## src/rtl/mest_pro_seq.sv

```systemverilog
`default_nettype none
// ============================================================================
// Module      : mest_pro_seq
// Description : MESTPro fetch/issue sequencer with PC and return-address stack.
//               Define MEST_PRO_SINGLE_STEP_EN to add i_step and a STEP state.
// Revision    : 1.0 - initial release
// ============================================================================
module mest_pro_seq #(
    parameter int OPCODE_W    = 5,
    parameter int OPA_W       = 8,
    parameter int OPB_W       = 8,
    parameter int PC_W        = 8,
    parameter int STACK_DEPTH = 4
) (
    input  logic                            clk,
    input  logic                            i_reset,
    input  logic                            i_start,
`ifdef MEST_PRO_SINGLE_STEP_EN
    input  logic                            i_step,
`endif
    output logic                            o_imem_req,
    output logic [PC_W-1:0]                 o_imem_addr,
    input  logic                            i_imem_ack,
    input  logic [OPCODE_W+OPA_W+OPB_W-1:0] i_imem_data,
    output logic                            o_execute,
    output logic [OPCODE_W-1:0]             o_op_code,
    output logic [OPA_W-1:0]                o_operand1,
    output logic [OPB_W-1:0]                o_operand2,
    input  logic                            i_exec_done,
    input  logic                            i_jump,
    input  logic                            i_return_pc,
    input  logic                            i_end_of_code,
    output logic [PC_W-1:0]                 o_pc,
    output logic                            o_busy,
    output logic                            o_halted,
    output logic                            o_stack_err
);

    localparam int c_IDX_W = $clog2(STACK_DEPTH);
    localparam int c_SP_W  = c_IDX_W + 1;

    typedef enum logic [2:0] {
        S_IDLE   = 3'd0,
        S_FETCH  = 3'd1,
        S_ISSUE  = 3'd2,
        S_WAIT   = 3'd3,
`ifdef MEST_PRO_SINGLE_STEP_EN
        S_HALTED = 3'd4,
        S_STEP   = 3'd5
`else
        S_HALTED = 3'd4
`endif
    } state_t;

    state_t             r_state;
    logic [c_SP_W-1:0]  r_sp;
    logic [PC_W-1:0]    r_stack [STACK_DEPTH];

    logic [PC_W-1:0]    w_pc_inc;
    logic [PC_W-1:0]    w_jump_target;
    logic [PC_W-1:0]    w_next_pc;
    logic [c_SP_W-1:0]  w_sp_dec;
    logic               w_full;
    logic               w_empty;
    logic               w_push;
    logic               w_pop;
    logic               w_err;

    // Jump target is the low PC_W bits of operand B, zero-extended if narrower.
    generate
        if (PC_W <= OPB_W) begin : g_tgt_trunc
            assign w_jump_target = o_operand2[PC_W-1:0];
        end else begin : g_tgt_ext
            assign w_jump_target = {{(PC_W-OPB_W){1'b0}}, o_operand2};
        end
    endgenerate

    assign w_pc_inc = o_pc + 1'b1;
    assign w_sp_dec = r_sp - 1'b1;
    assign w_full   = (r_sp == c_SP_W'(STACK_DEPTH));
    assign w_empty  = (r_sp == '0);

    // Flow-control decision for a completed instruction; end_of_code is
    // handled ahead of this in the state machine.
    always_comb begin
        w_next_pc = w_pc_inc;
        w_push    = 1'b0;
        w_pop     = 1'b0;
        w_err     = 1'b0;
        if (i_return_pc) begin
            if (w_empty) begin
                w_err = 1'b1;
            end else begin
                w_pop     = 1'b1;
                w_next_pc = r_stack[w_sp_dec[c_IDX_W-1:0]];
            end
        end else if (i_jump) begin
            w_next_pc = w_jump_target;
            if (w_full) begin
                w_err = 1'b1;
            end else begin
                w_push = 1'b1;
            end
        end
    end

    always_ff @(posedge clk or posedge i_reset) begin
        if (i_reset) begin
            r_state     <= S_IDLE;
            r_sp        <= '0;
            for (int i = 0; i < STACK_DEPTH; i++) begin
                r_stack[i] <= '0;
            end
            o_pc        <= '0;
            o_imem_req  <= 1'b0;
            o_imem_addr <= '0;
            o_execute   <= 1'b0;
            o_op_code   <= '0;
            o_operand1  <= '0;
            o_operand2  <= '0;
            o_busy      <= 1'b0;
            o_halted    <= 1'b0;
            o_stack_err <= 1'b0;
        end else begin
            case (r_state)
                S_IDLE, S_HALTED: begin
                    if (i_start) begin
                        r_state     <= S_FETCH;
                        r_sp        <= '0;
                        o_pc        <= '0;
                        o_stack_err <= 1'b0;
                        o_halted    <= 1'b0;
                        o_busy      <= 1'b1;
                        o_imem_req  <= 1'b1;
                        o_imem_addr <= '0;
                    end
                end
                S_FETCH: begin
                    if (i_imem_ack) begin
                        {o_op_code, o_operand1, o_operand2} <= i_imem_data;
                        o_imem_req <= 1'b0;
                        o_execute  <= 1'b1;
                        r_state    <= S_ISSUE;
                    end
                end
                S_ISSUE: begin
                    o_execute <= 1'b0;
                    r_state   <= S_WAIT;
                end
                S_WAIT: begin
                    if (i_exec_done) begin
                        if (i_end_of_code) begin
                            r_state  <= S_HALTED;
                            o_busy   <= 1'b0;
                            o_halted <= 1'b1;
                        end else begin
                            o_pc <= w_next_pc;
                            if (w_push) begin
                                r_stack[r_sp[c_IDX_W-1:0]] <= w_pc_inc;
                                r_sp <= r_sp + 1'b1;
                            end
                            if (w_pop) begin
                                r_sp <= w_sp_dec;
                            end
                            if (w_err) begin
                                o_stack_err <= 1'b1;
                            end
`ifdef MEST_PRO_SINGLE_STEP_EN
                            r_state <= S_STEP;
                            o_busy  <= 1'b0;
`else
                            r_state     <= S_FETCH;
                            o_imem_req  <= 1'b1;
                            o_imem_addr <= w_next_pc;
`endif
                        end
                    end
                end
`ifdef MEST_PRO_SINGLE_STEP_EN
                S_STEP: begin
                    if (i_step) begin
                        r_state     <= S_FETCH;
                        o_busy      <= 1'b1;
                        o_imem_req  <= 1'b1;
                        o_imem_addr <= o_pc;
                    end
                end
`endif
                default: begin
                    r_state <= S_IDLE;
                end
            endcase
        end
    end

endmodule
`default_nettype wire

```

## config.mk

```make
export PLATFORM = sky130hd
export DESIGN_NAME = mest_pro_seq
export DESIGN_NICKNAME = d
export VERILOG_FILES = /design/src/rtl/mest_pro_seq.sv
export SDC_FILE = /design/constraint.sdc
export NUM_CORES = 1
export LEC_CHECK = 0
export CELL_PAD_IN_SITES_DETAIL_PLACEMENT = 0
export CELL_PAD_IN_SITES_GLOBAL_PLACEMENT = 2
export CORE_ASPECT_RATIO = 1.75
export CORE_MARGIN = 2
export CORE_UTILIZATION = 37
export CTS_CLUSTER_SIZE = 25
export DETAILED_ROUTE_END_ITERATION = 10
export MAX_ROUTING_LAYER = met4
export PLACE_DENSITY = 0.88
export REMOVE_ABC_BUFFERS = 1
export SLEW_MARGIN = 25
export SYNTH_ARGS = -nofsm -noshare
export SYNTH_HDL_FRONTEND = slang
export SYNTH_SLANG_ARGS = --single-unit
```

## constraint.sdc

```tcl
create_clock -name clk -period 4.7 [get_ports clk]
set_clock_uncertainty 0.15 [all_clocks]
set_input_delay 0.705 -clock clk [delete_from_list [all_inputs] [get_ports clk]]
set_output_delay 0.705 -clock clk [all_outputs]
set_load 0.03 [all_outputs]
```

==> flow_metrics.env, run 1 <==
export IMPL_grt_pass1_wl_um=14000
export IMPL_die_area_um2=10500
export IMPL_fp_dieW_um=78.2
export IMPL_yosys_area_share_xor_xnor=0.00982
export IMPL_synthFlopType="dfrtp_1"
export IMPL_root_buffer="clkbuf_16"
export IMPL_clkTransAtPathRegs_ps=60
export IMPL_slowest_stage="dfrtp_1"
export IMPL_cts_max_path_buffers=2
export IMPL_multi_input_area_um2=1600
export IMPL_dp_hpwl_um=6430
export IMPL_ys_async_sr_fraction=1.00
export IMPL_ctsHoldBuffers=0
export IMPL_max_cap_violations=0
export IMPL_vias=2539
export IMPL_io_pins=71
export IMPL_final_nets=389
export IMPL_timing_hold_ws_ps=344
export IMPL_insertion_delay_ps=340
export IMPL_power_density_nw_per_um2=676
export IMPL_drt_iter0_drc=67
export IMPL_firstDrtPassIters=4
export IMPL_max_slew_worst_pin_slew_ps=798
export IMPL_htreeDepth=3
export IMPL_rows=47
export IMPL_first_global_vias=2651
export IMPL_synth_top_cell_area_share=0.505
export IMPL_syn_area_um2=3570
export IMPL_slew_headroom=0.468
export IMPL_wirelength_um=8790
export IMPL_cp_required_ps=4770
export IMPL_cts_resized_gates=0
export IMPL_syn_to_final_growth_pct=30.4
export IMPL_critPathMaxStageDelay_ps=620
export IMPL_tritoncts="built"
export IMPL_cts_sinks=72
export IMPL_drv_slew=0
export IMPL_cts_buffers=9
export IMPL_synth_distinct_cells=47
export IMPL_crit_type="flop to flop"
export IMPL_synth_compound_gate_area_share=0.0775
export IMPL_n_fill_cell=864
export IMPL_worst_path_max_fanout=11
export IMPL_layout_min_cycle_time_ps=3020
export IMPL_setup_viol=0
export IMPL_wire_per_inst_um=18.3
export IMPL_startpoint_type="flop"
export IMPL_cts_setup_buffers=0
export IMPL_fmax_ghz=0.332
export IMPL_drc_errors=0
export IMPL_synth_top_area_cell="dfrtp_1"
export IMPL_yosys_area_share_simple=0.105
export IMPL_rsz0062_at_grt="no"
export IMPL_synth_seq_cells=72
export IMPL_fp_coreArea_um2=9410
export IMPL_synth_top_family_by_area="multiplexers"
export IMPL_critPathTopFamily="flip-flops"
export IMPL_synthMuxAreaShare=0.233
export IMPL_drive_gt1_frac=0.207
export IMPL_hold_path_class="flop to flop"
export IMPL_seq_area_um2=1800
export IMPL_fin_setup_tns_ps=0
export IMPL_peakVddDrop_mv=0.432
export IMPL_arrival_ps=3090
export IMPL_end_kind="flop"
export IMPL_status="finished, final reports clean"
export IMPL_diodes=0
export IMPL_fin_crit_sh=0.642
export IMPL_ys_warn_count=0
export IMPL_synth_fa_ha_area_frac=0.0211
export IMPL_grt_max_degree=47
export IMPL_synth_avg_cell_area_um2=12.3
export IMPL_detail_route_antenna_nets=0
export IMPL_gp_congestion=0.795
export IMPL_grt_usage=0.185
export IMPL_synth_cells=290
export IMPL_antenna_found_initial=0
export IMPL_cp_cell_sequence="inv_1 -> ha_1 -> mux4_2 -> or3_1 -> nor3b_1 -> a221o_1"
export IMPL_grt_overflow=0
export IMPL_hold_viol_final=0
export IMPL_viasPerCell=5.29
export IMPL_p_leak_uw=0.00207
export IMPL_path_buf_inv=1
export IMPL_initial_core_util=0.379
export IMPL_synthTopCellsByArea="dfrtp_1, mux2_2, mux4_1"
export IMPL_die_height_um=134
export IMPL_synth_edf_count=0
export IMPL_ys_seq_area_frac=0.505
export IMPL_portBuffers=70
logic make-up after synthesis:
group	count (synthesis)
and+or+nand+nor	71
muxes	64
AOI/OAI and AO/OA	44
DFF	72
buffers and inverters	29
adders and majority gates	6
xor gates and xnor gates	4
layer usage:
layer	wire length, µm	vias up	global-route usage	share of wire
met5	0	-	-	0
met4	399	0	0.114	0.045
met3	210	28	0.0323	0.024
li1	-	1173	-	-
met1	3430	1279	0.192	0.39
met2	4750	59	0.322	0.54
sequential cells by signal, indices dropped and copies added (netlist names):
name and count:
r_stack 32, o_operand1 8, o_operand2 8, o_op_code 5, o_busy 1, r_state 3, o_halted 1, o_execute 1
o_pc 8, o_stack_err 1, r_sp 3, o_imem_req 1
cell usage in the layout (no fill, tap or decap), types with 2 or more instances in the layout:
| master | instances |
|---|---|
| nand3_2 | 3 |
| xnor2_1 | 2 |
| buf_4 | 2 |
| bufinv_16 | 3 |
| o31ai_1 | 4 |
| nand2b_1 | 5 |
| nor2b_1 | 6 |
| nand2_1 | 19 |
| a21boi_0 | 2 |
| and3_1 | 2 |
| nand3_1 | 5 |
| clkinv_2 | 2 |
| xor2_1 | 2 |
| dfrtp_1 | 72 |
| a21oi_1 | 8 |
| ha_1 | 6 |
| a31oi_1 | 2 |
| a221oi_1 | 4 |
| clkbuf_16 | 9 |
| nand4_1 | 2 |
| mux2_2 | 50 |
| nor3b_1 | 3 |
| clkdlybuf4s50_1 | 70 |
| nor3_1 | 6 |
| mux4_1 | 7 |
| inv_1 | 9 |
| or3_1 | 2 |
| mux2i_1 | 6 |
| o21ai_0 | 16 |
| nor2_1 | 11 |
Yosys cell counts, types with 2 or more instances:
| library cell | number |
|---|---|
| mux2i_1 | 6 |
| mux4_1 | 7 |
| or3_1 | 2 |
| clkbuf_1 | 2 |
| ha_1 | 6 |
| nand4_1 | 2 |
| buf_2 | 2 |
| nor3_1 | 6 |
| nor3b_1 | 3 |
| a21boi_0 | 2 |
| nand3_1 | 5 |
| xor2_1 | 2 |
| and3_1 | 2 |
| buf_6 | 2 |
| nor2_1 | 12 |
| o31ai_1 | 4 |
| a221oi_1 | 4 |
| inv_1 | 10 |
| a31oi_1 | 2 |
| buf_4 | 9 |
| dfrtp_1 | 72 |
| mux2_2 | 50 |
| xnor2_1 | 2 |
| nand3_2 | 3 |
| nor2b_1 | 6 |
| o21ai_0 | 16 |
| nand2b_1 | 5 |
| nand2_1 | 19 |
| a21oi_1 | 8 |
| buf_1 | 2 |
power by group:
group | leakage [µW] | switching [µW] | total, µW | internal, µW
logic | 0.000978 | 754 | 1350 | 591
clock network | 0.000169 | 264 | 795 | 531
registers | 0.000924 | 197 | 1000 | 808
stage by stage:
stage	utilization	std cells	setup WS, ps	power (µW)	cell area [µm²]
floorplan	-	271	2020	1800	3430
global placement	0.457	465	1640	2350	4300
detailed placement	0.458	465	1580	2370	4310
CTS	0.494	480	1660	3170	4650
global route	0.494	480	1550	3320	4650
finish	0.494	480	1680	3140	4650
path summary, 6_finish.rpt:
path / startpoint / end / slack (ps) / cells past startpoint
max: r_sp[0] / o_pc[7] / 1680 / 6
min: o_execute / o_execute / 340 / 2
max reg2reg: r_sp[0] / o_pc[7] / 1680 / 6
min reg2reg: o_execute / o_execute / 340 / 2
max in group asynchronous: i_reset / r_stack[20] / 2880 / 3
min in group asynchronous: i_reset / o_operand1[4] / 670 / 2
worst register-to-register path, cell delays in order (launching register included):
cell	delay [ps]
dfrtp_1	620
inv_1	190
ha_1	620
mux4_2	550
or3_1	330
nor3b_1	150
a221o_1	290
final cells by class:
cell class | count | area share
multi-input combinational | 189 | 0.344
clock inverter | 5 | 0.0223
sequential | 72 | 0.388
tap | 122 | 0.0328
inverter | 10 | 0.00834
timing repair buffer | 72 | 0.154
clock buffer | 10 | 0.0514
No activity file was read; power rests on OpenSTA's default activity.
==> run 2: changes to the inputs <==
Settings changed: CORE_UTILIZATION 37 to 31, PLACE_DENSITY 0.88 to 0.79.
Clock period 4.7 ns to 2.7 ns, I/O delays scaled along.
==> flow_metrics.env, run 2 (same netlist as run 1, synthesis figures left out) <==
export IMPL_status="finished, final reports clean"
export IMPL_drc_errors=0
export IMPL_grt_overflow=0
export IMPL_fin_util=0.423
export IMPL_insertion_delay_ps=330
export IMPL_htreeDepth=3
export IMPL_fin_crit_sh=0.877
export IMPL_wire_per_inst_um=17.6
export IMPL_layout_min_cycle_time_ps=2370
export IMPL_grt_max_degree=41
export IMPL_gp_congestion=0.850
export IMPL_initial_core_util=0.319
export IMPL_tritoncts="built"
export IMPL_p_leak_uw=0.00212
export IMPL_rsz0062_at_grt="no"
export IMPL_clockPowerShare=0.206
export IMPL_max_cap_violations=0
export IMPL_cts_buffers=9
export IMPL_hold_viol_final=0
export IMPL_swShare=0.400
export IMPL_fin_setup_tns_ps=0
export IMPL_r2r_start="r_sp[1]"
export IMPL_final_cell_mix="dfrtp_1, clkdlybuf4s50_1, mux2_2, nand2_1, o21ai_0"
export IMPL_rr_worst_depth=7
export IMPL_setup_viol=0
export IMPL_antenna_found_initial=0
export IMPL_drv_slew=0
export IMPL_combPwrFrac=0.471
export IMPL_p_int_uw=3170
export IMPL_max_slew_worst_pin_slew_ps=554
export IMPL_critPathTopFamily="multiplexers"
export IMPL_cp_required_ps=2750
export IMPL_die_height_um=146
export IMPL_cp_cell_sequence="inv_1 -> ha_1 -> buf_4 -> mux4_1 -> and3_1 -> a221oi_1 -> o21ai_0"
export IMPL_reg2reg_slack_ps=330
export IMPL_switchingPower_uw=2110
export IMPL_slew_headroom=0.628
export IMPL_startpoint_type="flop"
export IMPL_drt_iter0_drc=86
export IMPL_hold_path_class="input pin to async pin"
export IMPL_end_kind="flop"
export IMPL_portBuffers=70
export IMPL_io_pins=71
export IMPL_grt_pass1_wl_um=14600
export IMPL_seq_area_um2=1800
export IMPL_detail_route_antenna_nets=0
export IMPL_critPathMaxStageDelay_ps=560
export IMPL_peakVddDrop_mv=0.589
export IMPL_diodes=0
export IMPL_multi_input_area_um2=1590
export IMPL_slowest_stage="mux4_1"
export IMPL_power_density_nw_per_um2=1120
export IMPL_clkTransAtPathRegs_ps=60
export IMPL_viasPerCell=5.12
export IMPL_path_buf_inv=2
export IMPL_cts_max_path_buffers=2
export IMPL_fp_coreArea_um2=11200
export IMPL_cts_sinks=72
export IMPL_seqPwrFrac=0.323
export IMPL_die_area_um2=12400
export IMPL_regMostFlops="r_stack"
export IMPL_ctsHoldBuffers=0
export IMPL_rows=51
export IMPL_cts_setup_buffers=0
export IMPL_arrival_ps=2420
export IMPL_drive_gt1_frac=0.236
export IMPL_wirelength_um=8910
export IMPL_root_buffer="clkbuf_16"
export IMPL_grt_usage=0.157
export IMPL_fmax_ghz=0.422
export IMPL_worst_path_max_fanout=9
export IMPL_layout_commonest_cell="dfrtp_1"
export IMPL_first_global_vias=2806
export IMPL_crit_type="flop to flop"
export IMPL_reg2reg_to="o_pc[1]"
export IMPL_vias=2586
export IMPL_firstDrtPassIters=4
export IMPL_syn_to_final_growth_pct=32.5
export IMPL_fp_dieW_um=85.1
export IMPL_cts_resized_gates=0
export IMPL_n_fill_cell=1056
export IMPL_final_nets=404
export IMPL_dp_hpwl_um=6720
export IMPL_largest_reg_flops=32
==> run 2: changes by cell type in the layout (fill, tap and decap cells not counted), sizes merged <==
cell	delta
buf	+15
clkbuf	+2
bufinv	-3
clkinvlp	+1
==> run 2: cell type report <==
| class | count | share of cell area |
|---|---|---|
| clock inverter | 3 | 0.00371 |
| tap | 132 | 0.0350 |
| sequential | 72 | 0.381 |
| clock buffer | 12 | 0.0543 |
| timing repair buffer | 87 | 0.181 |
| multi-input combinational | 189 | 0.337 |
| inverter | 10 | 0.00794 |
==> run 2: worst reg2reg max path: stages, from the launching register on <==
cell and delay [ps]:
dfrtp_1 370, inv_1 100, ha_1 350, buf_4 220, mux4_1 560, and3_1 190
a221oi_1 180, o21ai_0 120
==> run 2: power by group through the flow <==
stage          Combinational, µW  Clock (µW)  Sequential (µW)
4_1_cts                     2520        1120             1710
6_report                    2490        1090             1710
5_1_grt                     2680        1160             1760
2_1_floorplan                873           0             2260
3_3_place_gp                2490           0             1720
3_5_place_dp                2520           0             1730
==> run 2: per-layer routing <==
layer,vias up,routed length (µm),GRT usage
met5,-,0,-
met4,0,320,0.0778
met3,20,373,0.0357
met2,70,4670,0.261
met1,1284,3540,0.176
li1,1212,-,-
==> run 2: stage by stage <==
step / total power, µW / setup slack (ps) / instances / hold slack (ps) / instance area (µm²)
finish: 5280 / 331 / 505 / 237 / 4720
global placement: 4210 / 256 / 490 / 326 / 4450
floorplan: 3140 / 37.7 / 271 / 292 / 3430
CTS: 5360 / 299 / 505 / 241 / 4720
detailed placement: 4250 / 269 / 490 / 336 / 4450
global route: 5600 / 168 / 505 / 266 / 4720
==> run 2: worst max path at each step <==
stage,startpoint,cells after the start,slack [ps],to
2_1_floorplan,r_sp[0],6,40,o_pc[7]
3_3_place_gp,i_jump,5,260,r_sp[2]
3_5_place_dp,i_jump,5,270,r_sp[2]
4_1_cts,r_sp[1],7,300,o_pc[1]
5_1_grt,r_sp[0],7,170,o_pc[2]
6_report,r_sp[1],7,330,o_pc[1]
